<file path="src/rtl/audio_sample_scheduler_if.sv">
// Sample-stream bundle between the UART sample receiver/host side and the playback scheduler.
// Latency: none, this is wiring only.
// Backpressure: rx_hold is the only flow control back toward the sample source.
interface audio_sample_scheduler_if #(
    parameter int ADDR_W = 8
);
    logic              stream_en;
    logic [15:0]       rx_sample;
    logic              rx_valid;
    logic [15:0]       sample_out;
    logic              sample_strobe;
    logic              playing;
    logic              rx_hold;
    logic [ADDR_W:0]   fifo_level;
    logic [7:0]        underrun_cnt;
    logic [7:0]        overflow_cnt;

    // Source / observer side: drives control and samples, watches playback status.
    modport master (
        output stream_en,
        output rx_sample,
        output rx_valid,
        input  sample_out,
        input  sample_strobe,
        input  playing,
        input  rx_hold,
        input  fifo_level,
        input  underrun_cnt,
        input  overflow_cnt
    );

    // Scheduler side.
    modport slave (
        input  stream_en,
        input  rx_sample,
        input  rx_valid,
        output sample_out,
        output sample_strobe,
        output playing,
        output rx_hold,
        output fifo_level,
        output underrun_cnt,
        output overflow_cnt
    );
endinterface

</file>
<file path="src/rtl/audio_sample_scheduler.sv">
// Buffers received audio samples in a FIFO and releases one per sample period (STOP/FILL/PLAY).
// Latency: sample_out/sample_strobe appear 1 clk after the internal tick; a push lands 1 clk after rx_valid rises.
// Backpressure: none toward the DAC; the host is paused via rx_hold (hysteresis), excess pushes are dropped and counted.
module audio_sample_scheduler #(
    parameter int SAMPLE_DIV = 612,
    parameter int ADDR_W     = 8,
    parameter int PREFILL    = 128,
    parameter int HIGH_WATER = 224,
    parameter int LOW_WATER  = 64
) (
    input  logic clk,
    input  logic rst,
    audio_sample_scheduler_if.slave bus
);
    localparam int DEPTH = 1 << ADDR_W;
    localparam int LVL_W = ADDR_W + 1;
    localparam int CNT_W = $clog2(SAMPLE_DIV);

    localparam logic [LVL_W-1:0] LVL_FULL    = LVL_W'(DEPTH);
    localparam logic [LVL_W-1:0] LVL_PREFILL = LVL_W'(PREFILL);
    localparam logic [LVL_W-1:0] LVL_HIGH    = LVL_W'(HIGH_WATER);
    localparam logic [LVL_W-1:0] LVL_LOW     = LVL_W'(LOW_WATER);
    localparam logic [CNT_W-1:0] TICK_LAST   = CNT_W'(SAMPLE_DIV - 1);

    typedef enum logic [1:0] {
        ST_STOP = 2'd0,
        ST_FILL = 2'd1,
        ST_PLAY = 2'd2
    } state_t;

    state_t             state;
    logic [CNT_W-1:0]   tick_cnt;
    logic               rx_valid_q;
    logic [15:0]        mem [DEPTH];
    logic [ADDR_W-1:0]  wr_ptr;
    logic [ADDR_W-1:0]  rd_ptr;
    logic [LVL_W-1:0]   level;
    logic [15:0]        sample_out_q;
    logic               strobe_q;
    logic               playing_q;
    logic               rx_hold_q;
    logic [7:0]         underrun_q;
    logic [7:0]         overflow_q;

    logic               tick;
    logic               rx_rise;
    logic               push_req;
    logic               push;
    logic               pop;
    logic               drop;
    logic [LVL_W-1:0]   level_nxt;

    // Per-cycle decisions: tick, push/pop acceptance and the resulting FIFO level.
    always_comb begin
        tick     = (tick_cnt == TICK_LAST);
        rx_rise  = bus.rx_valid && !rx_valid_q;
        push_req = bus.stream_en && rx_rise && (state != ST_STOP);
        pop      = 1'b0;
        if (bus.stream_en && tick) begin
            case (state)
                ST_FILL: pop = (level >= LVL_PREFILL);
                ST_PLAY: pop = (level != '0);
                default: pop = 1'b0;
            endcase
        end
        // A full FIFO still takes the push when the same cycle frees a slot.
        push      = push_req && ((level != LVL_FULL) || pop);
        drop      = push_req && !push;
        level_nxt = level + LVL_W'(push) - LVL_W'(pop);
    end

    // Sample storage; no reset needed since level/pointers define what is valid.
    always_ff @(posedge clk) begin
        if (push) begin
            mem[wr_ptr] <= bus.rx_sample;
        end
    end

    // Playback sequencer, FIFO bookkeeping, flow control and saturating counters.
    always_ff @(posedge clk or posedge rst) begin
        if (rst) begin
            state        <= ST_STOP;
            tick_cnt     <= '0;
            rx_valid_q   <= 1'b0;
            wr_ptr       <= '0;
            rd_ptr       <= '0;
            level        <= '0;
            sample_out_q <= '0;
            strobe_q     <= 1'b0;
            playing_q    <= 1'b0;
            rx_hold_q    <= 1'b0;
            underrun_q   <= '0;
            overflow_q   <= '0;
        end else begin
            tick_cnt   <= tick ? '0 : tick_cnt + CNT_W'(1);
            rx_valid_q <= bus.rx_valid;
            strobe_q   <= tick;

            if (drop && (overflow_q != 8'hFF)) begin
                overflow_q <= overflow_q + 8'd1;
            end

            if (!bus.stream_en) begin
                // Stopping discards everything buffered and silences the output.
                state        <= ST_STOP;
                playing_q    <= 1'b0;
                wr_ptr       <= '0;
                rd_ptr       <= '0;
                level        <= '0;
                rx_hold_q    <= 1'b0;
                sample_out_q <= '0;
            end else begin
                level <= level_nxt;
                if (push) begin
                    wr_ptr <= wr_ptr + ADDR_W'(1);
                end
                if (pop) begin
                    rd_ptr <= rd_ptr + ADDR_W'(1);
                end

                if (level_nxt >= LVL_HIGH) begin
                    rx_hold_q <= 1'b1;
                end else if (level_nxt <= LVL_LOW) begin
                    rx_hold_q <= 1'b0;
                end

                case (state)
                    ST_STOP: begin
                        state <= ST_FILL;
                        if (tick) begin
                            sample_out_q <= '0;
                        end
                    end
                    ST_FILL: begin
                        if (tick) begin
                            if (pop) begin
                                // The tick that ends prefill already plays the head sample.
                                state        <= ST_PLAY;
                                playing_q    <= 1'b1;
                                sample_out_q <= mem[rd_ptr];
                            end else begin
                                sample_out_q <= '0;
                            end
                        end
                    end
                    ST_PLAY: begin
                        if (tick) begin
                            if (pop) begin
                                sample_out_q <= mem[rd_ptr];
                            end else begin
                                // Ran dry: emit silence and rebuild the prefill cushion.
                                state        <= ST_FILL;
                                playing_q    <= 1'b0;
                                sample_out_q <= '0;
                                if (underrun_q != 8'hFF) begin
                                    underrun_q <= underrun_q + 8'd1;
                                end
                            end
                        end
                    end
                    default: begin
                        state     <= ST_STOP;
                        playing_q <= 1'b0;
                    end
                endcase
            end
        end
    end

    assign bus.sample_out    = sample_out_q;
    assign bus.sample_strobe = strobe_q;
    assign bus.playing       = playing_q;
    assign bus.rx_hold       = rx_hold_q;
    assign bus.fifo_level    = level;
    assign bus.underrun_cnt  = underrun_q;
    assign bus.overflow_cnt  = overflow_q;

endmodule
</file>
<file path="src/flat_wrapper.sv">
// flat-port wrapper written by rule: the top's interface ports become plain ports
module audio_sample_scheduler_flat 
#(
    parameter int SAMPLE_DIV = 612,
    parameter int ADDR_W     = 8,
    parameter int PREFILL    = 128,
    parameter int HIGH_WATER = 224,
    parameter int LOW_WATER  = 64
)
  (clk, rst, bus_stream_en, bus_rx_sample, bus_rx_valid, bus_sample_out, bus_sample_strobe, bus_playing, bus_rx_hold, bus_fifo_level, bus_underrun_cnt, bus_overflow_cnt);
  audio_sample_scheduler_if #(.ADDR_W(ADDR_W)) bus_i ();
  input  logic clk;
  input  logic rst;
  input wire logic [$bits(bus_i.stream_en)-1:0] bus_stream_en;
  input wire logic [$bits(bus_i.rx_sample)-1:0] bus_rx_sample;
  input wire logic [$bits(bus_i.rx_valid)-1:0] bus_rx_valid;
  output wire logic [$bits(bus_i.sample_out)-1:0] bus_sample_out;
  output wire logic [$bits(bus_i.sample_strobe)-1:0] bus_sample_strobe;
  output wire logic [$bits(bus_i.playing)-1:0] bus_playing;
  output wire logic [$bits(bus_i.rx_hold)-1:0] bus_rx_hold;
  output wire logic [$bits(bus_i.fifo_level)-1:0] bus_fifo_level;
  output wire logic [$bits(bus_i.underrun_cnt)-1:0] bus_underrun_cnt;
  output wire logic [$bits(bus_i.overflow_cnt)-1:0] bus_overflow_cnt;
  assign bus_i.stream_en = bus_stream_en;
  assign bus_i.rx_sample = bus_rx_sample;
  assign bus_i.rx_valid = bus_rx_valid;
  assign bus_sample_out = bus_i.sample_out;
  assign bus_sample_strobe = bus_i.sample_strobe;
  assign bus_playing = bus_i.playing;
  assign bus_rx_hold = bus_i.rx_hold;
  assign bus_fifo_level = bus_i.fifo_level;
  assign bus_underrun_cnt = bus_i.underrun_cnt;
  assign bus_overflow_cnt = bus_i.overflow_cnt;
  audio_sample_scheduler #(.SAMPLE_DIV(SAMPLE_DIV), .ADDR_W(ADDR_W), .PREFILL(PREFILL), .HIGH_WATER(HIGH_WATER), .LOW_WATER(LOW_WATER)) u_core (.clk(clk), .rst(rst), .bus(bus_i));
endmodule
</file>
<file path="config.mk">
export PLATFORM = sky130hd
export DESIGN_NAME = audio_sample_scheduler_flat
export DESIGN_NICKNAME = d
export VERILOG_FILES = /design/src/rtl/audio_sample_scheduler_if.sv /design/src/rtl/audio_sample_scheduler.sv /design/src/flat_wrapper.sv
export SDC_FILE = /design/constraint.sdc
export NUM_CORES = 2
export LEC_CHECK = 0
export CAP_MARGIN = 25
export CORE_MARGIN = 8
export CORE_UTILIZATION = 30
export DETAILED_ROUTE_END_ITERATION = 16
export PLACE_DENSITY_LB_ADDON = 0.12
export SYNTH_ARGS = -nofsm -noshare
export SYNTH_HDL_FRONTEND = slang
export SYNTH_SLANG_ARGS = --single-unit
</file>
<file path="constraint.sdc">
create_clock -name clk -period 6.4 [get_ports clk]
set_input_delay 1.6 -clock clk [delete_from_list [all_inputs] [get_ports clk]]
set_output_delay 1.6 -clock clk [all_outputs]
set_load 0.01 [all_outputs]
</file>
Word level (Yosys, flattened, before mapping)
Memories as Yosys holds them, arrays and structs flattened.
Cells that the tools add are included.
{ "totals": {"regBits": 73, "ram_bits": 4096, "word_cells": 89, "memories": 1} }
{ "mem_list": {"columns": ["memory", "depth", "word_bits", "read_ports", "rd_ports_with_merged_regs", "write_ports", "line_no", "source"], "rows": [
  ["u_core.mem", 256, 16, 1, 0, 1, "audio_sample_scheduler.sv:34", "logic [15:0] mem [DEPTH];"]
]} }
{ "classes": {"n_bitwise": 1, "mux": 30, "n_addsub": 7, "n_eq_ne": 17, "n_lt_le_gt_ge": 3, "reduce_logical": 18} }
{ "op_table": {"columns": ["cell", "count"], "rows": [
  ["$mux W16", 4],
  ["$add A8 B1 Y8 const B", 4],
  ["$mux W8", 4],
  ["$pmux W16 S2", 1],
  ["$ge A9 B8 Y1 const B", 2],
  ["$ne A3 B2 Y1 const B", 6],
  ["$ne A8 B8 Y1 const B", 2],
  ["$mux W1", 11],
  ["$add A10 B1 Y10 const B", 1],
  ["$eq A10 B10 Y1 const B", 1],
  ["$mux W10", 1],
  ["$mux W2", 5],
  ["$reduce_and A5 Y1", 2],
  ["$add A9 B1 Y9", 1],
  ["$le A9 B7 Y1 const B", 1],
  ["$mux W9", 1],
  ["$ne A9 B9 Y1 const B", 1],
  ["$reduce_bool A9 Y1", 1],
  ["$sub A9 B1 Y9", 1],
  ["$logic_and A1 B1 Y1", 7],
  ["$pmux W2 S3", 1],
  ["$ne A2 B1 Y1 const B", 2],
  ["$reduce_and A4 Y1", 1],
  ["$ne A3 B1 Y1 const B", 1],
  ["13 further kinds", 14]
]} }

Depth between registers and ports, before layout
{ "logic_depth": {"ltp_word": 11, "mapped_depth": 18, "mapped_depth_nobuf": 17} }

Worst setup path before layout
OpenSTA, ideal clock, no wires.
{ "synth_path": {"path_type": "input-to-reg", "startpoint": "input bus_stream_en", "endpoint": "memory u_core.mem[144][0] (enable)", "cell_stages": 10, "path_buffers": 3, "path_slack_ns": 2.176, "arrival_ns": 3.836, "cell_sequence": "inv_1 -> a2111o_1 -> buf_6 -> clkinv_4 -> o21a_1 -> buf_6 -> nor3b_4 -> nand2_4 -> buf_6 -> nor2_1"} }
{ "synth_via": {"elab_chain_cells": 6, "elab_cells_between_ends": 8} }
{ "synth_rtl": {"columns": ["item", "line_no", "source"], "rows": [
  ["from (decl)", "flat_wrapper.sv:14", "input wire logic [$bits(bus_i.stream_en)-1:0] bus_stream_en;"],
  ["$logic_and A1 B1 Y1", "audio_sample_scheduler.sv:59", "if (bus.stream_en && tick) begin"],
  ["$mux W1", "audio_sample_scheduler.sv:59", null],
  ["$logic_or A1 B1 Y1", "audio_sample_scheduler.sv:67", "push = push_req && ((level != LVL_FULL) || pop);"],
  ["$logic_and A1 B1 Y1 (*)", "audio_sample_scheduler.sv:67", null],
  ["$mux W1 (*)", "audio_sample_scheduler.sv:74", "if (push) begin"],
  ["$mux W1 (implied by the code) (*)", "audio_sample_scheduler.sv:75", "mem[wr_ptr] <= bus.rx_sample;"],
  ["to (decl)", "audio_sample_scheduler.sv:34", null]
]} }
Every way passes the cells marked *; elsewhere a longest branch is shown, timed or not.

Worst setup path after layout
{ "layout_path": {"startpoint": "register u_core.rd_ptr[1]", "endpoint": "register u_core.sample_out_q[8] (netlist: u_core.bus.sample_out[8])"} }
{ "layout_via": {"elab_chain_cells": 5} }
{ "layout_rtl": {"columns": ["item", "line_no", "source"], "rows": [
  ["from (decl)", "audio_sample_scheduler.sv:36", "logic [ADDR_W-1:0] rd_ptr;"],
  ["from (signal assigned)", "audio_sample_scheduler.sv:118", "rd_ptr <= rd_ptr + ADDR_W'(1);"],
  ["$mem_v2 Z256 W16", null, null],
  ["$mux W16", "audio_sample_scheduler.sv:136, audio_sample_scheduler.sv:148", null],
  ["$mux W16", "audio_sample_scheduler.sv:147", "if (tick) begin"],
  ["$pmux W16 S2", "audio_sample_scheduler.sv:127", "case (state)"],
  ["$mux W16", "audio_sample_scheduler.sv:103", "if (!bus.stream_en) begin"],
  ["to (signal assigned)", "audio_sample_scheduler.sv:140", "sample_out_q <= mem[rd_ptr];"],
  ["to (signal assigned)", "audio_sample_scheduler.sv:149", "sample_out_q <= mem[rd_ptr];"],
  ["to (decl)", "audio_sample_scheduler.sv:38", "logic [15:0] sample_out_q;"]
]} }
Every way passes these cells. The select of a mux whose other input is x is not followed.
A chain may end at the register's enable or synchronous reset.

==> results.py <==
metrics = {
    "layout": {
        "multi_input_area_mm2": 0.03463,
        "syn_to_final_growth_pct": 17.20,
        "design_area_mm2": 0.1899,
        "fill_cells": 50020,
        "final-instance-count-excl-fill": 15860,
        "drive_above_1_share_pct": 28.44,
        "fin_util_pct": 35.21,
        "ff_latch_area_mm2": 0.1248,
        "finalNetCount": 8292,
    },
    "worst_setup_path": {
        "slowest_delay_ps": 1000,
        "cpMostUsedCell": "buf_4",
        "cp_top_family": "compound AO/OA/AOI/OAI gates",
        "cp.buffers_inverters": 4,
        "worstPathArrival_ps": 6040,
        "slowest_stage": "dfrtp_4",
        "critPathRequiredTime_ps": 7360,
        "critPathLaunchType": "flop",
        "cp-end-kind": "flop",
        "crit_type": "reg -> reg",
        "reg2reg_slack_ps": 1320,
        "crit_fanout": 25,
        "path_cells": "buf_4 > buf_4 > buf_4 > mux4_2 > o22ai_1 > a31oi_1 > o21ai_0 > o31a_1 > nor4_1 > buf_4 > a22o_1",
    },
    "clock_network": {
        "cts_buffers": 464,
        "clock_path_buffers": 4,
        "hold_buffers": 0,
        "h-tree-depth": 5,
        "cts_setup_buffers": 0,
        "cts_root_buffer": "clkbuf_16",
        "cts_resized": 0,
        "clock_latency_ps": 1030,
        "cts_sinks": 4169,
        "clk_transition_reported_paths_ps": 60,
        "cts_tree": "built",
    },
    "timing": {
        "finalHoldViolCount": 0,
        "whs_ps": 497.2,
        "clock.fmax_ghz": 0.1970,
        "rsz0062_at_grt": "no",
        "fin_crit_ps": 5077,
        "slew_violations": 0,
        "setup_slack_ps": 1323,
        "setup_viol": 0,
        "tns_ps": 0,
        "fin_skew_ps": 67.47,
        "slew-limit-headroom_pct": 15.91,
        "worstMarginPinSlew_ps": 1261,
        "fin_crit_sh_pct": 79.33,
    },
    "routing": {
        "wl_per_cell_um": 34.60,
        "drt_wl_total_um": 548800,
        "route.detailed.drc": 0,
        "vias_per_cell": 5.145,
        "drtPass1Iterations": 6,
        "drt_iter0_drc": 9236,
        "num_vias": 81630,
        "drt.antenna.violating_nets": 0,
    },
    "floorplanning": {
        "die_w_um": 751,
        "pin_count": 64,
        "core_area_mm2": 0.5395,
        "die_h_um": 751,
        "initial_core_util_pct": 30.04,
        "die_area_mm2": 0.5640,
        "row_count": 270,
    },
    "synth": {
        "synth-warning-count": 0,
        "synth_seq_area_share_pct": 77.02,
        "synth.cell_area_mm2": 0.1621,
        "ys_ff_latch": 4169,
        "avgSynthCellArea_um2": 21.43,
        "synth_ff_type": "edfxtp_1",
        "syn_nets": 7607,
        "synthesis.instances": 7561,
        "synth_edf_count": 4096,
        "async_flop_share_pct": 1.751,
        "synth_cell_type_count": 95,
    },
    "pwr": {
        "switchingPower_mw": 11.91,
        "pwr-share-seq_pct": 52.0,
        "swShare_pct": 20.64,
        "power.internal_mw": 45.81,
        "power_frac_comb_pct": 1.6,
        "p_per_area_mw_per_mm2": 303.9,
        "pwr-share-clk_pct": 46.4,
        "finalPower_mw": 57.72,
        "power_leakage_nw": 57.21,
        "peakVddDrop_v": 0.0002312,
    },
    "grt": {
        "antenna_found_initial": 55,
        "gr-total-overflow": 0,
        "grt_usage_pct": 18.96,
        "grt_pass1_wl_um": 740100,
        "grt_max_degree": 133,
        "grt_pass1_vias": 82980,
    },
    "place": {
        "hpwlAfterDp_um": 347000,
        "port_buffers": 63,
        "dp.cells": 14980,
        "gp_congestion": 0.8173,
        "pre_cts_ws_ps": 450.6,
        "dpl_cell_area_mm2": 0.1747,
    },
    "job": {
        "cap_violations": 0,
    },
    "outcome": {
        "status": "finished clean",
    },
    "hold_path": {
        "hold_path_class": "reg -> reg",
    },
}
Yosys cell counts (all sizes together), types with 6 or more instances:
cell	number	area (µm²)
edfxtp	4096	123000
mux4	914	20600
nor2	379	1448
mux2i	339	3393
buf	295	2585
nand2	202	788.3
clkbuf	137	548.0
a22oi	123	923.4
o22ai	115	719.4
a21oi	114	570.6
o221ai	76	665.6
dfrtp	73	1827
nand3	68	340.3
o21ai	55	275.3
a31oi	39	244.0
nor3	37	190.2
and2	32	200.2
inv	32	120.1
o211ai	28	210.2
a211oi	27	202.7
ha	25	312.8
nor2b	24	150.1
xnor2	22	192.7
a221oi	20	175.2
xor2	19	166.4
a22o	17	148.9
and3	17	106.4
mux2	17	191.4
nand2b	17	106.4
nand4	17	112.6
nor4	16	100.1
a2111oi	14	128.9
o21a	11	82.58
a311oi	9	78.83
a32oi	9	78.83
or4	9	67.56
o31ai	8	60.06
o311ai	7	61.31
or2	7	43.79
or3	7	43.79
a41oi	6	52.55
o2111ai	6	52.55
path summary, 6_finish.rpt:
path,startpoint,endpoint,cells past startpoint
worst min register to register,u_core.tick_cnt[0],u_core.tick_cnt[0],1
min in group asynchronous,rst,u_core.tick_cnt[8],2
max in group asynchronous,rst,u_core.rd_ptr[1],3
worst min-delay path,u_core.tick_cnt[0],u_core.tick_cnt[0],1
worst max register to register,u_core.rd_ptr[1],u_core.bus.sample_out[8],11
worst max-delay path,u_core.rd_ptr[1],u_core.bus.sample_out[8],11
registers in the layout, summed over array words and instances (netlist names):
register,flops
u_core.bus.underrun_cnt,8
u_core.rd_ptr,8
u_core.bus.rx_hold,1
u_core.mem,4096
u_core.bus.playing,1
u_core.rx_valid_q,1
u_core.wr_ptr,8
u_core.bus.sample_strobe,1
u_core.state,2
u_core.bus.overflow_cnt,8
u_core.bus.sample_out,16
u_core.bus.fifo_level,9
u_core.tick_cnt,10
cells by family after synthesis:
group	count (synthesis)	share of synthesized area, %
flops	4169	77.02
mux	1270	14.92
simple gates	851	2.390
compound gates	737	3.217
buf+inv	467	2.021
xor+xnor	41	0.2216
fa+ha+maj	26	0.2054
placed cells by master (no fill, tap or decap), types with 19 or more instances in the layout:
master / netlist / layout
inv_1: 29 / 27
a31oi_1: 39 / 38
edfxtp_1: 4096 / 4096
nor2b_1: 24 / 19
o221ai_1: 76 / 76
nand3_1: 68 / 65
a22oi_1: 123 / 123
nor2_2: 10 / 205
ha_1: 25 / 25
clkbuf_1: 129 / 100
clkdlybuf4s50_1: 0 / 47
a211oi_1: 27 / 26
clkinv_2: 0 / 81
o22ai_1: 115 / 115
dfrtp_1: 73 / 66
mux2i_1: 339 / 339
a221oi_1: 20 / 20
xnor2_1: 22 / 22
buf_4: 38 / 510
bufinv_16: 0 / 52
a21oi_1: 114 / 114
nand2_1: 198 / 182
clkinv_1: 1 / 112
nor2_1: 369 / 172
o211ai_1: 28 / 28
mux4_2: 909 / 909
o21ai_0: 49 / 47
and2_1: 30 / 29
buf_12: 21 / 66
clkbuf_16: 0 / 472
nor3_1: 36 / 34
xor2_1: 19 / 19
power groups by stage:
stage / Combinational, mW / Clock, mW / Sequential [mW]
after floorplan: 0.140 / 0 / 30.6
after global placement: 0.931 / 0 / 30.6
after detailed placement: 0.941 / 0 / 30.6
after CTS: 0.941 / 27.4 / 30.0
after global routing: 0.967 / 28.4 / 30.0
final: 0.905 / 26.8 / 30.0
cell type report:
cell class | count | share of cell area [%]
clock inverter | 284 | 1.536
inverter | 34 | 0.07839
antenna | 13 | 0.01713
timing repair buffer | 652 | 3.193
multi-input combinational | 2925 | 18.23
clock buffer | 579 | 6.467
tap | 7208 | 4.748
sequential | 4169 | 65.73
per-layer routing:
| metal | wire length (µm) | part of all wire, % | global-route usage [%] | vias to the layer above |
|---|---|---|---|---|
| met2 | 261300 | 48 | 30.97 | 3017 |
| met3 | 34920 | 6.4 | 3.215 | 565 |
| li1 | - | - | - | 33220 |
| met4 | 12170 | 2.2 | 4.006 | 6 |
| met5 | 38 | 0.0069 | 0 | - |
| met1 | 240400 | 44 | 26.65 | 44820 |
Power figures use the tool's default switching activity.
